**src/rtl/tt_um_serial_subtractor.sv**
```systemverilog
// ---------------------------------------------------------------------------
// tt_um_serial_subtractor
//
// Bit-serial 8-bit unsigned subtractor (A - B), LSB first, one bit per clock.
// Operands are loaded through ui_in with the load_a/load_b strobes. A start
// strobe launches an 8-cycle run. The result and the final borrow update
// together when the run completes, and they hold their values until then.
//
// Ports
//   clk      : clock, rising edge
//   rst_n    : asynchronous active-low reset
//   ui_in    : operand data bus
//   uo_out   : result register (A - B mod 256)
//   uio_in   : [0] load_a, [1] load_b, [2] start, [7:3] unused
//   uio_out  : [3:0] 0, [4] borrow, [5] busy, [6] done, [7] serial difference bit
//   uio_oe   : constant 8'hF0
//   ena      : unused
//
// Build option
//   SUB_SATURATE_EN : when defined, a borrowing result loads 8'h00 instead of
//                     the wrapped difference. The borrow output still reads 1.
// ---------------------------------------------------------------------------
module tt_um_serial_subtractor (
  input  logic       clk,
  input  logic       rst_n,
  input  logic [7:0] ui_in,
  output logic [7:0] uo_out,
  input  logic [7:0] uio_in,
  output logic [7:0] uio_out,
  output logic [7:0] uio_oe,
  input  logic       ena
);

  typedef enum logic [1:0] {StIdle, StRun, StDone} state_e;

  state_e     state_q, state_d;
  logic [7:0] a_q, a_d;
  logic [7:0] b_q, b_d;
  logic [7:0] wa_q, wa_d;      // working copy of A, shifted right each run cycle
  logic [7:0] wb_q, wb_d;      // working copy of B
  logic [7:0] diff_q, diff_d;  // difference bits enter from the MSB side
  logic [7:0] res_q, res_d;
  logic [2:0] cnt_q, cnt_d;
  logic       br_q, br_d;
  logic       borrow_q, borrow_d;
  logic       done_q, done_d;

  logic       load_a, load_b, start;
  logic       bit_a, bit_b, bit_d, br_nx;
  logic [7:0] diff_nx;
  logic       unused_inputs;

  assign load_a = uio_in[0];
  assign load_b = uio_in[1];
  assign start  = uio_in[2];

  assign unused_inputs = ^{ena, uio_in[7:3]};

  // Full-subtractor slice for the current bit
  assign bit_a   = wa_q[0];
  assign bit_b   = wb_q[0];
  assign bit_d   = bit_a ^ bit_b ^ br_q;
  assign br_nx   = (~bit_a & bit_b) | (~(bit_a ^ bit_b) & br_q);
  assign diff_nx = {bit_d, diff_q[7:1]};

  always_comb begin
    state_d  = state_q;
    a_d      = a_q;
    b_d      = b_q;
    wa_d     = wa_q;
    wb_d     = wb_q;
    diff_d   = diff_q;
    res_d    = res_q;
    cnt_d    = cnt_q;
    br_d     = br_q;
    borrow_d = borrow_q;
    done_d   = done_q;

    unique case (state_q)
      StIdle, StDone: begin
        if (load_a) a_d = ui_in;
        if (load_b) b_d = ui_in;
        if (start) begin
          // Working copies take the pre-edge operands, even when a load
          // strobe arrives on the same edge.
          state_d = StRun;
          wa_d    = a_q;
          wb_d    = b_q;
          br_d    = 1'b0;
          cnt_d   = 3'd0;
          done_d  = 1'b0;
        end
      end
      StRun: begin
        wa_d   = {1'b0, wa_q[7:1]};
        wb_d   = {1'b0, wb_q[7:1]};
        br_d   = br_nx;
        diff_d = diff_nx;
        cnt_d  = cnt_q + 3'd1;
        if (cnt_q == 3'd7) begin
          state_d  = StDone;
          borrow_d = br_nx;
          done_d   = 1'b1;
`ifdef SUB_SATURATE_EN
          res_d    = br_nx ? 8'h00 : diff_nx;
`else
          res_d    = diff_nx;
`endif
        end
      end
      default: state_d = StIdle;
    endcase
  end

  always_ff @(posedge clk or negedge rst_n) begin
    if (!rst_n) begin
      state_q  <= StIdle;
      a_q      <= 8'h00;
      b_q      <= 8'h00;
      wa_q     <= 8'h00;
      wb_q     <= 8'h00;
      diff_q   <= 8'h00;
      res_q    <= 8'h00;
      cnt_q    <= 3'd0;
      br_q     <= 1'b0;
      borrow_q <= 1'b0;
      done_q   <= 1'b0;
    end else begin
      state_q  <= state_d;
      a_q      <= a_d;
      b_q      <= b_d;
      wa_q     <= wa_d;
      wb_q     <= wb_d;
      diff_q   <= diff_d;
      res_q    <= res_d;
      cnt_q    <= cnt_d;
      br_q     <= br_d;
      borrow_q <= borrow_d;
      done_q   <= done_d;
    end
  end

  logic busy;
  assign busy = (state_q == StRun);

  assign uo_out  = res_q;
  assign uio_out = {busy & bit_d, done_q, busy, borrow_q, 4'b0000};
  assign uio_oe  = 8'hF0;

endmodule
```
**config.mk**
```make
export PLATFORM = sky130hd
export DESIGN_NAME = tt_um_serial_subtractor
export DESIGN_NICKNAME = d
export VERILOG_FILES = /design/src/rtl/tt_um_serial_subtractor.sv
export SDC_FILE = /design/constraint.sdc
export NUM_CORES = 1
export LEC_CHECK = 0
export CAP_MARGIN = 20
export CORE_MARGIN = 5
export CORE_UTILIZATION = 47
export CTS_CLUSTER_SIZE = 24
export DETAILED_ROUTE_END_ITERATION = 12
export PLACE_DENSITY_LB_ADDON = 0.1
export SYNTH_ARGS = -nofsm -noshare
export SYNTH_HDL_FRONTEND = slang
export SYNTH_SLANG_ARGS = --single-unit
```
**constraint.sdc**
```tcl
create_clock -name clk -period 1.5 [get_ports clk]
set_input_delay 0.15 -clock clk [delete_from_list [all_inputs] [get_ports clk]]
set_output_delay 0.15 -clock clk [all_outputs]
set_load 0.02 [all_outputs]
```
---- Word-level counts from Yosys, hierarchy flattened ----
Index checks and enable logic that the tools add are counted.
word-level totals
  input bits .............................. 19
  register bits after elaboration ......... 56
  logic and storage cells ................. 47
  output and inout bits ................... 24
cells by class
  eq/ne operators ......................... 5
  bitwise gates (word level) .............. 8
  add/subtract/negate cells ............... 1
  reduce and logical (&&, ||, !) cells .... 9
  muxes and demuxes ....................... 13
operator list
  cell                                                   number
  case mux 8 bit (2 select lines)                        2
  2-to-1 mux 8 bit                                       2
  AND reduction 2 bit                                    5
  case mux 3 bit (2 select lines)                        1
  2-to-1 mux 2 bit                                       2
  case mux 1 bit (2 select lines)                        2
  case mux 2 bit (2 select lines)                        1
  adder 3 x 1 -> 3 bit, second input constant            1
  AND 1 bit                                              3
  equality test 3 bit, second input constant             1
  2-to-1 mux 3 bit                                       1
  AND reduction 3 bit                                    1
  equality test 2 x 1 -> 1 bit, second input constant    1
  equality test 2 bit, second input constant             1
  logical NOT 2 bit                                      1
  2-to-1 mux 1 bit                                       2
  inequality test 2 x 1 -> 1 bit, second input constant  1
  inequality test 2 bit, second input constant           1
  NOT 1 bit                                              2
  nonzero test 2 bit                                     1
  OR reduction 2 bit                                     1
  XOR 1 bit                                              2
  OR 1 bit                                               1

---- Longest topological paths before layout ----
  depth in word-level cells ............... 5
  mapped depth ............................ 6
  mapped depth without buffers ............ 5

---- Worst setup path after synthesis ----
OpenSTA, ideal clock, no wires.
  path kind ............................... flip-flop to flip-flop
  from .................................... reg cnt_q[0]
  to ...................................... reg res_q[0] (netlist: uo_out[0])
  data arrival time ....................... 1.373 ns
  clock period less this slack ............ 1.498 ns
  required time ........................... 1.375 ns
  cell stages (with the launch flop) ...... 6
  path slack .............................. 0.002 ns
  setup time .............................. 0.125 ns
  path buffers ............................ 1
  cell sequence ........................... dfrtp_1 > ha_1 > ha_1 > nand3b_1 > buf_2 > mux2_2
between the ends
  cells in the longest elaborated chain, start to end .. 2
RTL lines
  element                               line  source
  start, declared                       43    logic [2:0] cnt_q, cnt_d;
  start signal, assigned                136   cnt_q <= cnt_d;
  equality test 3 bit                   100   if (cnt_q == 3'd7) begin
  AND reduction 2 bit (no source line)  -
  end signal, assigned                  135   res_q <= res_d;
  end, declared                         42    logic [7:0] res_q, res_d;
Every way passes these cells.
A chain may end at the register's enable or synchronous reset.

---- Final worst setup path ----
  from .................................... reg br_q
  to ...................................... out uio_out[7]
between the ends
  cells in the longest elaborated chain, start to end .. 2
RTL lines
  element                 line  source
  start, declared         44    logic br_q, br_d;
  start signal, assigned  137   br_q <= br_d;
  XOR 1 bit               62    assign bit_d = bit_a ^ bit_b ^ br_q;
  via bit_d               49    logic bit_a, bit_b, bit_d, br_nx;
  AND 1 bit               147   assign uio_out = {busy & bit_d, done_q, busy, borrow_q, 4'b0000};
  end, declared           29    output logic [7:0] uio_out,
The timed path passes the listed nets, and every way through them passes these cells.

==> flow_metrics.tcl <==
set metrics [dict create \
    power_mw 6.35 \
    start_util_pct 48.5 \
    violations "setup timing" \
    final_cells 328 \
    diodes 0 \
    startpoint_type "register" \
    syn_inst 214 \
    yosysWarnings 0 \
    io_buffer_count 24 \
    power_density_mw_per_mm2 2070 \
    first_pass_iters 4 \
    vias_per_cell 4.95 \
    grt_max_degree 56 \
    fin_nets 279 \
    numCtsBuffers 5 \
    skew_ns 0.00580 \
    max-cap-violations 0 \
    synth.avg_cell_area_sq_um 11.6 \
    stdcell_area_sq_mm 0.00306 \
    drv_slew 0 \
    cp_slowest_cell "fa_1" \
    die_height_um 82.8 \
    grt_first_pass_wirelength_um 8350 \
    synth.cell_area_sq_mm 0.00249 \
    setup_violations 1 \
    die_area_sq_mm 0.00686 \
    grt_overflow 0 \
    status "finished with violations" \
    crit_path_max_incr_delay_ns 0.55 \
    hp-class "in -> async" \
    die_x_um 82.8 \
    ant_nets 0 \
    syn_to_final_growth_pct 22.8 \
    dp.cells 314 \
    seq_area_sq_mm 0.00138 \
    io_pins 43 \
    crit_fanout 2 \
    yosysUniqueCellTypes 26 \
    worstSetupEndpointType "output pin" \
    insertion_delay_ns 0.30 \
    criticalPathCategory "reg -> out" \
    critPathRequiredTime_ns 1.35 \
    gp_congestion 0.715 \
    place_area_sq_mm 0.00287 \
    rsz0062_at_grt "yes" \
    antenna_found_initial 0 \
    max_freq_mhz 597 \
    crit_arrival_ns 1.53 \
    drt-wirelength-per-cell_um 14.6 \
    multiInputGateArea_sq_um 983 \
    drcViolationCount 0 \
    fin_ws_ns -0.175 \
    min_period_ns 1.68 \
    pre_cts_ws_ns -0.347 \
    clkTransAtPathRegs_ns 0.09 \
    num_vias 1624 \
    ir_drop_v 0.000784 \
    clock-sinks 55 \
    drive_above_1_share_pct 27.9 \
    core-area_sq_mm 0.00514 \
    h-tree-depth 2 \
    fillers 445 \
    wl_um 4800 \
    grt_pass1_vias 1735 \
    cts_buffer_depth 2 \
    period_share_pct 112 \
    track_usage_pct 14.9 \
    seq_area_frac_synth_pct 55.2 \
    place_hpwl_um 3300 \
    placementRows 26 \
    drtIter0Drc 74 \
    leakagePower_nw 1.42 \
    final_util_pct 59.5 \
    hold_viol_final 0 \
    cts_tree "done" \
    ys_ff_latch 55 \
    crit_chain "inv_2 -> fa_1 -> and2_4 -> buf_6" \
    cts-root-buf "clkbuf_8" \
]
synthesized netlist by cell type:
cell,n,area share (%)
nor2_1,2,0.30
o22ai_1,6,1.5
dfrtp_1,55,55
o31ai_1,1,0.30
a22o_1,2,0.70
o21ai_0,7,1.4
a21oi_1,14,2.8
buf_4,16,4.8
mux2i_1,10,4.0
ha_1,2,1.0
inv_2,1,0.15
nand3_1,2,0.40
conb_1,2,0.30
a21o_1,2,0.60
a211oi_1,8,2.4
fa_1,1,0.80
nand2b_1,1,0.25
nand2_1,21,3.2
nand3b_1,1,0.30
and2_1,2,0.50
or2b_4,1,0.45
mux2_2,27,12
buf_6,1,0.45
buf_2,9,1.8
inv_1,9,1.4
nor2b_1,11,2.8
state kept, by name, summed over array words and instances (netlist names):
signal    cells
diff_q        7
wa_q          8
done_q        1
wb_q          8
cnt_q         3
borrow_q      1
state_q       2
br_q          1
a_q           8
uo_out        8
b_q           8
metrics by stage:
stage | hold slack [ns] | setup TNS, ns
2_1_floorplan | -0.146 | 0
3_3_place_gp | 0.164 | -0.333
3_5_place_dp | 0.174 | -0.396
4_1_cts | 0.379 | -0.354
5_1_grt | 0.411 | -0.305
6_report | 0.373 | -0.175
kinds of logic (layout without fill, tap and decap cells):
group | Yosys count | in the layout | synth area share (%)
other | 2 | 12 | 0.301
flip-flops | 55 | 55 | 55.2
buffers and inverters | 36 | 70 | 8.58
AO/OA/AOI/OAI | 40 | 40 | 9.74
adder cells (fa/ha/maj) | 3 | 3 | 1.81
multiplexers | 37 | 37 | 16.2
AND/OR/NAND/NOR | 41 | 41 | 8.13
critical path, delay by kind of cell (launching register included):
family,cells,cell delay [ns]
fa+ha+maj,1,0.55
flops,1,0.36
buf+inv,2,0.16
simple gates,1,0.15
final cells by class:
class,instances,area share (%)
flip-flops and latches,55,45.0
multi-input cells,133,32.1
repair buffers,52,15.6
well taps,70,2.86
clock buffers,6,2.70
inverters,10,1.23
clock inverters,2,0.531
per-layer routing:
metal | up-vias | global-route usage [%] | share of wire [%]
met5 | - | 0 | 0
met1 | 791 | 18.0 | 41
met3 | 8 | 2.87 | 4.7
met4 | 0 | 5.20 | 1.7
li1 | 789 | - | -
met2 | 36 | 26.3 | 52
worst paths after layout:
| kind | start | end | slack, ns | cells past startpoint |
|---|---|---|---|---|
| worst min-delay path | rst_n | uo_out[2]$_DFFE_PN0P_ | 0.37 | 3 |
| worst min register to register | diff_q[1]$_DFFE_PN0N_ | diff_q[1]$_DFFE_PN0N_ | 0.49 | 2 |
| max in group asynchronous | rst_n | wa_q[6]$_DFFE_PN0P_ | 0.88 | 3 |
| min in group clk | ui_in[1] | a_q[1]$_DFFE_PN0P_ | 0.48 | 2 |
| worst max register to register | cnt_q[1]$_DFFE_PN0P_ | uo_out[7]$_DFFE_PN0P_ | 0.02 | 5 |
| worst max-delay path | br_q$_DFFE_PN0P_ | uio_out[7] | -0.18 | 4 |
placed cells by master, fill, tap and decap left out, types with 2 or more instances in the layout:
cell | Yosys | routed
a211oi_1 | 8 | 8
o21ai_0 | 7 | 4
nor2b_1 | 11 | 11
nor2_1 | 2 | 2
buf_6 | 1 | 6
buf_4 | 16 | 22
mux2_4 | 0 | 7
conb_1 | 2 | 12
inv_1 | 9 | 7
dfrtp_1 | 55 | 55
a21o_1 | 2 | 2
inv_2 | 1 | 3
mux2_2 | 27 | 20
clkdlybuf4s50_1 | 0 | 20
mux2i_1 | 10 | 10
nand2_1 | 21 | 21
clkbuf_8 | 0 | 6
o22ai_1 | 6 | 6
o21ai_1 | 0 | 3
a22o_1 | 2 | 2
nand3_1 | 2 | 2
a21oi_1 | 14 | 14
report_power, final:
group | internal, mW | switching, mW
clock | 0.377 | 0.464
sequential | 2.19 | 0.430
combinational | 1.58 | 1.30
total | 4.16 | 2.19
timing repair:
item                                    in CTS  in global routing
hold endpoints to repair                    55                  0
endpoints found under the setup margin      11                 26
setup buffers                                4                  2
pin swaps                                    1                  3
hold buffers                                 1                  0
cloned                                       1                  0
resized for setup                           25                  9
(Power assumes the default switching activity.)
